[src/rtl/riscv_pkg.sv]
// Shared RV32I encodings: opcodes, funct3 codes, data-memory request
// encodings, read-only counter CSR addresses and the ALU operation set.
package riscv_pkg;

  localparam logic [6:0] OPC_LUI    = 7'b0110111;
  localparam logic [6:0] OPC_AUIPC  = 7'b0010111;
  localparam logic [6:0] OPC_JAL    = 7'b1101111;
  localparam logic [6:0] OPC_JALR   = 7'b1100111;
  localparam logic [6:0] OPC_BRANCH = 7'b1100011;
  localparam logic [6:0] OPC_LOAD   = 7'b0000011;
  localparam logic [6:0] OPC_STORE  = 7'b0100011;
  localparam logic [6:0] OPC_OP_IMM = 7'b0010011;
  localparam logic [6:0] OPC_OP     = 7'b0110011;
  localparam logic [6:0] OPC_SYSTEM = 7'b1110011;

  localparam logic [2:0] F3_ADD  = 3'b000;
  localparam logic [2:0] F3_SLL  = 3'b001;
  localparam logic [2:0] F3_SLT  = 3'b010;
  localparam logic [2:0] F3_SLTU = 3'b011;
  localparam logic [2:0] F3_XOR  = 3'b100;
  localparam logic [2:0] F3_SR   = 3'b101;
  localparam logic [2:0] F3_OR   = 3'b110;
  localparam logic [2:0] F3_AND  = 3'b111;

  localparam logic [2:0] F3_BEQ  = 3'b000;
  localparam logic [2:0] F3_BNE  = 3'b001;
  localparam logic [2:0] F3_BLT  = 3'b100;
  localparam logic [2:0] F3_BGE  = 3'b101;
  localparam logic [2:0] F3_BLTU = 3'b110;
  localparam logic [2:0] F3_BGEU = 3'b111;

  localparam logic [2:0] F3_LB  = 3'b000;
  localparam logic [2:0] F3_LH  = 3'b001;
  localparam logic [2:0] F3_LW  = 3'b010;
  localparam logic [2:0] F3_LBU = 3'b100;
  localparam logic [2:0] F3_LHU = 3'b101;
  localparam logic [2:0] F3_SB  = 3'b000;
  localparam logic [2:0] F3_SH  = 3'b001;
  localparam logic [2:0] F3_SW  = 3'b010;

  localparam logic [2:0] F3_PRIV     = 3'b000;
  localparam logic [2:0] F3_SYS_RSVD = 3'b100;

  localparam logic [1:0] MEM_IDLE  = 2'b00;
  localparam logic [1:0] MEM_READ  = 2'b01;
  localparam logic [1:0] MEM_WRITE = 2'b10;

  localparam logic [11:0] CSR_CYCLE    = 12'hC00;
  localparam logic [11:0] CSR_CYCLEH   = 12'hC80;
  localparam logic [11:0] CSR_INSTRET  = 12'hC02;
  localparam logic [11:0] CSR_INSTRETH = 12'hC82;

  typedef enum logic [3:0] {
    ALU_ADD, ALU_SUB, ALU_SLL, ALU_SLT, ALU_SLTU,
    ALU_XOR, ALU_SRL, ALU_SRA, ALU_OR, ALU_AND
  } alu_op_t;

endpackage

[src/rtl/riscv_alu.sv]
// 32-bit integer ALU shared by the OP and OP-IMM instruction groups.
module riscv_alu
  import riscv_pkg::*;
(
  input  logic [31:0] a,
  input  logic [31:0] b,
  input  alu_op_t     op,
  output logic [31:0] result
);

  always_comb begin
    result = '0;
    case (op)
      ALU_ADD:  result = a + b;
      ALU_SUB:  result = a - b;
      ALU_SLL:  result = a << b[4:0];
      ALU_SLT:  result = {31'b0, $signed(a) < $signed(b)};
      ALU_SLTU: result = {31'b0, a < b};
      ALU_XOR:  result = a ^ b;
      ALU_SRL:  result = a >> b[4:0];
      ALU_SRA:  result = $unsigned($signed(a) >>> b[4:0]);
      ALU_OR:   result = a | b;
      ALU_AND:  result = a & b;
      default:  result = '0;
    endcase
  end

endmodule

[src/rtl/riscv_exec_datapath.sv]
// Combinational decode/execute/memory-format/writeback for a single-cycle
// RV32I hart; only the cycle and instret counters hold state.
module riscv_exec_datapath
  import riscv_pkg::*;
(
  input  logic        clk,
  input  logic        rst_n,
  input  logic [31:0] pc,
  input  logic [31:0] instr,
  output logic [4:0]  rs1,
  output logic [4:0]  rs2,
  input  logic [31:0] rs1_value,
  input  logic [31:0] rs2_value,
  output logic        jump,
  output logic [31:0] jump_target,
  output logic [1:0]  mem_op,
  output logic [31:0] mem_addr,
  input  logic [31:0] mem_load_data,
  output logic [31:0] mem_store_data,
  output logic [4:0]  rd,
  output logic [31:0] wb
);

  logic [6:0]  opcode;
  logic [2:0]  funct3;
  logic [4:0]  rd_field;
  logic [31:0] imm_i, imm_s, imm_b, imm_u, imm_j;
  logic [31:0] alu_b, alu_result;
  alu_op_t     alu_op;
  logic [31:0] eff_addr, word_addr;
  logic [1:0]  off;
  logic [7:0]  load_byte;
  logic [15:0] load_half;
  logic        load_valid, store_valid, branch_valid, branch_taken, csr_read;
  logic [31:0] load_value, store_word, csr_value;
  logic [63:0] cycle_count, instret_count;

  assign opcode   = instr[6:0];
  assign funct3   = instr[14:12];
  assign rd_field = instr[11:7];
  assign rs1      = instr[19:15];
  assign rs2      = instr[24:20];

  assign imm_i = {{20{instr[31]}}, instr[31:20]};
  assign imm_s = {{20{instr[31]}}, instr[31:25], instr[11:7]};
  assign imm_b = {{19{instr[31]}}, instr[31], instr[7], instr[30:25], instr[11:8], 1'b0};
  assign imm_u = {instr[31:12], 12'b0};
  assign imm_j = {{11{instr[31]}}, instr[31], instr[19:12], instr[20], instr[30:21], 1'b0};

  // instr[30] means SUB only for register-register ops; for OP-IMM it is an immediate bit.
  always_comb begin
    alu_op = ALU_ADD;
    case (funct3)
      F3_ADD:  alu_op = (opcode == OPC_OP && instr[30]) ? ALU_SUB : ALU_ADD;
      F3_SLL:  alu_op = ALU_SLL;
      F3_SLT:  alu_op = ALU_SLT;
      F3_SLTU: alu_op = ALU_SLTU;
      F3_XOR:  alu_op = ALU_XOR;
      F3_SR:   alu_op = instr[30] ? ALU_SRA : ALU_SRL;
      F3_OR:   alu_op = ALU_OR;
      default: alu_op = ALU_AND;
    endcase
  end

  assign alu_b = (opcode == OPC_OP) ? rs2_value : imm_i;

  riscv_alu u_alu (
    .a      (rs1_value),
    .b      (alu_b),
    .op     (alu_op),
    .result (alu_result)
  );

  assign eff_addr  = rs1_value + ((opcode == OPC_STORE) ? imm_s : imm_i);
  assign off       = eff_addr[1:0];
  assign word_addr = {eff_addr[31:2], 2'b00};
  assign load_byte = mem_load_data[{off, 3'b000} +: 8];
  assign load_half = mem_load_data[{off[1], 4'b0000} +: 16];

  always_comb begin
    load_valid = 1'b1;
    load_value = '0;
    case (funct3)
      F3_LB:   load_value = {{24{load_byte[7]}}, load_byte};
      F3_LH:   load_value = {{16{load_half[15]}}, load_half};
      F3_LW:   load_value = mem_load_data;
      F3_LBU:  load_value = {24'b0, load_byte};
      F3_LHU:  load_value = {16'b0, load_half};
      default: load_valid = 1'b0;
    endcase
  end

  // Sub-word stores merge into the word read this same cycle (single-cycle RMW).
  always_comb begin
    store_valid = 1'b1;
    store_word  = mem_load_data;
    case (funct3)
      F3_SB:   store_word[{off, 3'b000} +: 8] = rs2_value[7:0];
      F3_SH:   store_word[{off[1], 4'b0000} +: 16] = rs2_value[15:0];
      F3_SW:   store_word = rs2_value;
      default: store_valid = 1'b0;
    endcase
  end

  always_comb begin
    branch_valid = 1'b1;
    branch_taken = 1'b0;
    case (funct3)
      F3_BEQ:  branch_taken = rs1_value == rs2_value;
      F3_BNE:  branch_taken = rs1_value != rs2_value;
      F3_BLT:  branch_taken = $signed(rs1_value) < $signed(rs2_value);
      F3_BGE:  branch_taken = $signed(rs1_value) >= $signed(rs2_value);
      F3_BLTU: branch_taken = rs1_value < rs2_value;
      F3_BGEU: branch_taken = rs1_value >= rs2_value;
      default: branch_valid = 1'b0;
    endcase
  end

  assign csr_read = (funct3 != F3_PRIV) && (funct3 != F3_SYS_RSVD);

  always_comb begin
    case (instr[31:20])
      CSR_CYCLE:    csr_value = cycle_count[31:0];
      CSR_CYCLEH:   csr_value = cycle_count[63:32];
      CSR_INSTRET:  csr_value = instret_count[31:0];
      CSR_INSTRETH: csr_value = instret_count[63:32];
      default:      csr_value = '0;
    endcase
  end

  always_comb begin
    jump           = 1'b0;
    jump_target    = pc + 32'd4;
    mem_op         = MEM_IDLE;
    mem_addr       = '0;
    mem_store_data = '0;
    rd             = '0;
    wb             = '0;
    case (opcode)
      OPC_LUI: begin
        rd = rd_field;
        wb = imm_u;
      end
      OPC_AUIPC: begin
        rd = rd_field;
        wb = pc + imm_u;
      end
      OPC_JAL: begin
        jump        = 1'b1;
        jump_target = pc + imm_j;
        rd          = rd_field;
        wb          = pc + 32'd4;
      end
      OPC_JALR: begin
        jump        = 1'b1;
        jump_target = (rs1_value + imm_i) & ~32'd1;
        rd          = rd_field;
        wb          = pc + 32'd4;
      end
      OPC_BRANCH: begin
        if (branch_valid) begin
          jump        = branch_taken;
          jump_target = pc + imm_b;
        end
      end
      OPC_OP_IMM, OPC_OP: begin
        rd = rd_field;
        wb = alu_result;
      end
      OPC_LOAD: begin
        if (load_valid) begin
          mem_op   = MEM_READ;
          mem_addr = word_addr;
          rd       = rd_field;
          wb       = load_value;
        end
      end
      OPC_STORE: begin
        if (store_valid) begin
          mem_op         = MEM_WRITE;
          mem_addr       = word_addr;
          mem_store_data = store_word;
        end
      end
      OPC_SYSTEM: begin
        if (csr_read) begin
          rd = rd_field;
          wb = csr_value;
        end
      end
      default: ;
    endcase
  end

  // Every cycle out of reset retires exactly one instruction, so both counters advance together.
  always_ff @(posedge clk or negedge rst_n) begin
    if (!rst_n) begin
      cycle_count   <= '0;
      instret_count <= '0;
    end else begin
      cycle_count   <= cycle_count + 64'd1;
      instret_count <= instret_count + 64'd1;
    end
  end

endmodule

[config.mk]
export PLATFORM = sky130hd
export DESIGN_NAME = riscv_exec_datapath
export DESIGN_NICKNAME = d
export VERILOG_FILES = /design/src/rtl/riscv_pkg.sv /design/src/rtl/riscv_alu.sv /design/src/rtl/riscv_exec_datapath.sv
export SDC_FILE = /design/constraint.sdc
export NUM_CORES = 2
export LEC_CHECK = 0
export ABC_AREA = 1
export BUFFER_PORTS_ARGS = -buffer_cell sky130_fd_sc_hd__buf_4
export CAP_MARGIN = 0
export CORE_MARGIN = 5
export CORE_UTILIZATION = 40
export CTS_BUF_LIST = sky130_fd_sc_hd__clkbuf_4
export CTS_CLUSTER_SIZE = 30
export DETAILED_ROUTE_END_ITERATION = 10
export PLACE_DENSITY = 0.54
export SETUP_SLACK_MARGIN = 0.05
export SYNTH_ARGS = -nofsm -noshare
export SYNTH_HDL_FRONTEND = slang
export SYNTH_SLANG_ARGS = --single-unit
[constraint.sdc]
create_clock -name clk -period 6.55 [get_ports clk]
set_input_delay 0.9825 -clock clk [delete_from_list [all_inputs] [get_ports clk]]
set_output_delay 0.9825 -clock clk [all_outputs]
set_load 0.01 [all_outputs]
# Word-level counts from Yosys, hierarchy flattened
# Cells that the tools add are included.
[word_totals] reg_bits=128 latchBits=0 ram_bits=0 mem_bits_ro=0 output_inout_bits=146 memories=0
[op_classes] addsub=12 multipliers=0 div=0 n_lt_le_gt_ge=6 n_eq_ne=33 shifts=9 n_mux=33 bitwise=3 n_reduce_logical=11
[op_table] cell="32-bit case mux with 10 select lines" n=1
[op_table] cell="32-bit two-way mux" n=8
[op_table] cell="32-bit adder" n=6
[op_table] cell="32-bit case mux with 3 select lines" n=2
[op_table] cell="32-bit case mux with 6 select lines" n=1
[op_table] cell="32-bit case mux with 5 select lines" n=1
[op_table] cell="64-bit by 1-bit adder with 64-bit output, second input constant" n=2
[op_table] cell="32-bit < comparator" n=4
[op_table] cell="32-bit case mux with 4 select lines" n=1
[op_table] cell="32-bit bitwise mux" n=2
[op_table] cell="32-bit greater-or-equal comparator" n=2
[op_table] cell="32-bit case mux with 2 select lines" n=1
[op_table] cell="12-bit equality test, second input constant" n=4
[op_table] cell="32-bit by 3-bit adder with 32-bit output, second input constant" n=1
[op_table] cell="32-bit bitwise AND" n=1
[op_table] cell="32-bit equality test" n=1
[op_table] cell="32-bit != test" n=1
[op_table] cell="32-bit OR" n=1
[op_table] cell="16-bit by 7-bit variable shift with 32-bit output, first input constant" n=1
[op_table] cell="8-bit by 7-bit variable shift with 32-bit output, first input constant" n=1
[op_table] cell="16-bit by 7-bit indexed part select with 32-bit output" n=1
[op_table] cell="32-bit by 6-bit indexed part select with 16-bit output" n=1
[op_table] cell="32-bit by 6-bit indexed part select with 8-bit output" n=1
[op_table] cell="8-bit by 7-bit indexed part select with 32-bit output" n=1
[op_table] cell="other kinds (34)" n=61

# Logic depth before layout (Yosys ltp)
[logic_depth] ltp_word=9 ltp_mapped=28

# Modules after synthesis
# From an unflattened synthesis, not the netlist that was laid out.
[hier_totals] hier_cells=5415 area_unflattened_um2=29963.7
[modules_own_cells] module="riscv_exec_datapath" n_inst=1 cells_each=3333 area_each_um2=19869.1 seq_area_each_um2=3203.1
[modules_own_cells] module="riscv_alu" n_inst=1 cells_each=2082 area_each_um2=10094.7 seq_area_each_um2=0.0

# Least setup slack after synthesis
# OpenSTA, ideal clock, no wires.
[synth_path] kind="input-to-output" from="input instr[3]" to="output mem_store_data[5]" arrival_ns=4.462 required_ns=5.568 path_slack_ns=1.105 cell_stages=19 path_cell_list="inv_2 nand2_1 nor2_4 inv_1 nor3_2 inv_1 o21ai_0 inv_1 fa_1 clkbuf_1 inv_2 clkbuf_1 ha_1 clkbuf_1 inv_1 nand2_1 o31ai_1 o211ai_1 a21oi_1"
[synth_between] elab_chain_cells=9
[synth_rtl] item="start: declaration" line="riscv_exec_datapath.sv:9" rtl="input logic [31:0] instr,"
[synth_rtl] item="7-bit by 6-bit equality test with 1-bit output (*)" line="riscv_exec_datapath.sv:74, riscv_exec_datapath.sv:139"
[synth_rtl] item="5-bit two-way mux" line="riscv_exec_datapath.sv:74" rtl="assign eff_addr = rs1_value + ((opcode == OPC_STORE) ? imm_s : imm_i);"
[synth_rtl] item="32-bit adder" line="riscv_exec_datapath.sv:74"
[synth_rtl] item="5-bit negation with 7-bit output, on equally long branches" line="riscv_exec_datapath.sv:99, riscv_exec_datapath.sv:98"
[synth_rtl] item="16-bit by 7-bit indexed part select with 32-bit output, or another cell as far along" line="riscv_exec_datapath.sv:99" rtl="F3_SH: store_word[{off[1], 4'b0000} +: 16] = rs2_value[15:0];"
[synth_rtl] item="32-bit bitwise mux, on equally long branches" line="riscv_exec_datapath.sv:99, riscv_exec_datapath.sv:98"
[synth_rtl] item="32-bit case mux with 3 select lines" line="riscv_exec_datapath.sv:97" rtl="case (funct3)"
[synth_rtl] item="32-bit two-way mux" line="riscv_exec_datapath.sv:179" rtl="if (store_valid) begin"
[synth_rtl] item="32-bit two-way mux (*)" line="riscv_exec_datapath.sv:139" rtl="case (opcode)"
[synth_rtl] item="end: declaration" line="riscv_exec_datapath.sv:19" rtl="output logic [31:0] mem_store_data,"
# Mark *: on every way between the ends. The rest lies on a longest branch, timed or not.

# Worst setup path after layout
[layout_path] from="input instr[3]" to="output wb[30]"
[layout_between] elab_chain_cells=7
[layout_rtl] item="7-bit by 6-bit equality test with 1-bit output, on equally long branches"
[layout_rtl] item="5-bit two-way mux or 1-bit logical AND (tied branches)" line="riscv_exec_datapath.sv:74, riscv_exec_datapath.sv:54"
[layout_rtl] item="32-bit adder or 1-bit two-way mux (tied branches)" line="riscv_exec_datapath.sv:74, riscv_exec_datapath.sv:54"
[layout_rtl] item="32-bit by 6-bit indexed part select with 16-bit output, or another cell as far along" line="riscv_exec_datapath.sv:78" rtl="assign load_half = mem_load_data[{off[1], 4'b0000} +: 16];"
[layout_rtl] item="32-bit case mux with 5 select lines, or another cell as far along" line="riscv_exec_datapath.sv:83" rtl="case (funct3)"
[layout_rtl] item="32-bit two-way mux or 32-bit case mux with 10 select lines (tied branches)" line="riscv_exec_datapath.sv:171, riscv_alu.sv:13"
[layout_rtl] item="32-bit case mux with 6 select lines (*)" line="riscv_exec_datapath.sv:139"
[layout_rtl] item="end: declaration" line="riscv_exec_datapath.sv:21" rtl="output logic [31:0] wb"
# Marked as above.

==> qor.txt <==
Yosys reg bits: 128
Pwr Density: 111 nW/um^2
initial detailed-routing violation count: 5188
combinational share of power: 63.1%
Synth cell types: 64
initial antenna violation count: 8
Post-Synthesis Cells: 4927
max_slew headroom: 33.5%
Die X: 275 um
RSZ-0062 raised after global routing: false
Post-synth top flop: dfrtp_1
RePlAce Congestion: 1.10
Setup TNS: 0 ns
Sw Ratio: 54.0%
share of flip-flops with an asynchronous set or reset: 100%
sequential area share after synthesis: 11.4%
Vias: 37700
design area: 32000 um^2
compound-cell area share of the yosys netlist: 23.2%
Reg clk slew, reported paths: 0.13 ns
post-synthesis xor/xnor area fraction: 5.28%
post-cts sizing count: 0
detailed-route wire length: 171 mm
Routed WL per cell: 27.8 um
clk buf depth: 2
worst hold slack: 0.484 ns
Max VDD drop: 0.0000959 V
Synth Area in Adders: 10.4%
setup ws final: 0.247 ns
internal power: 1.64 mW
CTS Sinks: 128
number of global-route vias before repair: 34400
sw power: 1.92 mW
Max Freq: 159 MHz
Setup CP Type: primary input to output port
share of synthesized area spent on multiplexers: 0%
Post-Synth Simple-Gate Area: 37.9%
status: completed
clock period minus worst slack: 6.30 ns
root buf cell: clkbuf_4
number of max-cap violations: 0
fraction of layout cells with a size suffix above 1: 10.9%
Max FO, Critical Path: 27
largest net degree at the start of global routing: 72
CTS tree: built
Worst Tran Pin Value: 0.987 ns
Chip Height: 275 um
IO Pins: 308
CTS Buf Count: 17
row count: 97
final setup fails: 0
P_leak: 15.3 nW
placed cell area: 31700 um^2
Post-CTS Setup Inserts: 0
Yosys top cell by area: nand2_1
startpoint types: primary input
final hold vios: 0
fin crit share: 96.2%
Post-CTS Hold Buffers: 0
Port-buffer cells: 305
critical path endpoint category: output port
drt pass-1 iters: 7
total track usage: 43.0%
core outline area: 69800 um^2
hpwl dp: 144 mm
number of synthesized flops with an enable pin: 0
yosys warns: 0
vias per std cell: 6.12
Post-Synthesis Cell Area: 28000 um^2
initial core utilization: 40.2%
post-synth top area share: 15.3%
die area: 75500 um^2
Clock Latency Late Sink: 0.54 ns
hold crit path type: flop to flop
pre-CTS setup slack: 0.334 ns
Slew Viols, Final: 0
Post-layout nets: 5590
first-pass GRT wire length: 239 mm
Worst Skew: 0.0233 ns
sequential share of power: 22.2%
Post-synth top cells: nand2_1, inv_1, nand3_1
most frequent cell after synthesis: nand2_1
DRC viols: 0
GR Overflow Total: 0
Antenna Nets Post-Route: 0
largest family of logic cells by synthesized area: simple AND/OR/NAND/NOR gates
synth-to-layout area growth: 13.9%
clock share of power: 14.7%
mean area per synthesized cell: 5.69 um^2
Worst EP arrival: 5.32 ns
top cells by area, synth: nand2_1, dfrtp_1, ha_1
CTS H-tree lvls: 4
CP required: 5.57 ns
-- path summary, 6_finish.rpt --
path,start,endpoint,slack [ns],cells past startpoint
hold reg to reg,cycle_count[22],cycle_count[22],0.48,1
max in group asynchronous,rst_n,instret_count[38],4.71,2
hold / removal,cycle_count[22],cycle_count[22],0.48,1
setup / recovery,instr[3],wb[30],0.25,22
setup reg to reg,cycle_count[0],cycle_count[60],3.41,13
min in group asynchronous,rst_n,cycle_count[9],0.56,1
-- state kept, by name, summed over array words and instances (netlist names) --
signal	flops
cycle_count	64
instret_count	64
-- power groups by stage --
stage | combinational (mW) | sequential, mW | clock (mW)
2_1_floorplan | 1.24 | 0.805 | 0
3_3_place_gp | 2.15 | 0.805 | 0
3_5_place_dp | 2.14 | 0.805 | 0
4_1_cts | 2.15 | 0.790 | 0.530
5_1_grt | 2.38 | 0.790 | 0.562
6_report | 2.25 | 0.790 | 0.524
-- final cells by class --
class                   count  area, um^2
flip-flops and latches    128        3200
inverters                 669        2510
multi-input cells        3955       21600
clock buffers              17         128
clock inverters            15         135
diodes                      4        10.0
fillers                  7756       37800
well taps                 940        1180
repair buffers            428        3230
-- per-stage QoR --
stage	power [mW]	cells	utilization [%]
final	3.56	6156	45.8
after global routing	3.73	6153	45.8
after CTS	3.47	6152	45.8
after global placement	2.96	6120	45.4
after detailed placement	2.94	6120	45.4
after floorplan	2.04	4928	-
-- layout by cell type (no fill, tap or decap), types with 15 or more instances in the layout --
cell / synthesis / layout
xnor2_1: 15 / 15
a31oi_1: 40 / 40
xor2_1: 154 / 154
nor3_1: 113 / 112
nand4_1: 81 / 81
nor2_1: 399 / 397
o21ai_0: 355 / 354
nand3_1: 527 / 527
o22ai_1: 71 / 71
a21o_1: 18 / 18
nand2_1: 1143 / 1140
clkbuf_4: 0 / 17
o21ai_1: 41 / 42
o2111ai_1: 24 / 24
buf_4: 19 / 427
a221oi_1: 29 / 29
or2_2: 39 / 39
nor4_1: 53 / 53
o211ai_1: 52 / 52
a21oi_1: 387 / 387
o21a_1: 19 / 19
ha_1: 223 / 223
dfrtp_1: 128 / 128
inv_1: 645 / 644
-- worst max-delay path, stage by stage --
cell and delay (ns):
buf_4 0.12, inv_2 0.07, nand2_1 0.09, nor2_4 0.23, nand2_4 0.09, buf_4 0.23
o21ai_0 0.50, ha_1 0.44, inv_1 0.24, a21oi_1 0.11, o21ai_0 0.39, a21oi_1 0.15
nand2_1 0.10, buf_4 0.18, nand2_1 0.10, nand2_1 0.07, nand2_1 0.04, nand3_1 0.24
nand3_1 0.32, nand2_1 0.26, nand2_1 0.16, buf_4 0.18
-- per-layer routing --
| metal | GRT usage, % | up-vias | wire (um) |
|---|---|---|---|
| met5 | 0 | - | 35 |
| met4 | 24.9 | 8 | 12800 |
| met3 | 8.79 | 468 | 19100 |
| met2 | 65.4 | 2458 | 71800 |
| met1 | 56.5 | 17500 | 67400 |
| li1 | - | 17200 | - |
-- cells by family (layout without fill, tap and decap cells) --
kind of cell,Yosys count,in the layout
buffers and inverters,845,1129
adders and majority gates,229,229
AOI/OAI and AO/OA,1130,1130
and+or+nand+nor,2425,2425
xor gates and xnor gates,169,169
other,1,6
DFF,128,128
No activity file was read; power rests on OpenSTA's default activity.
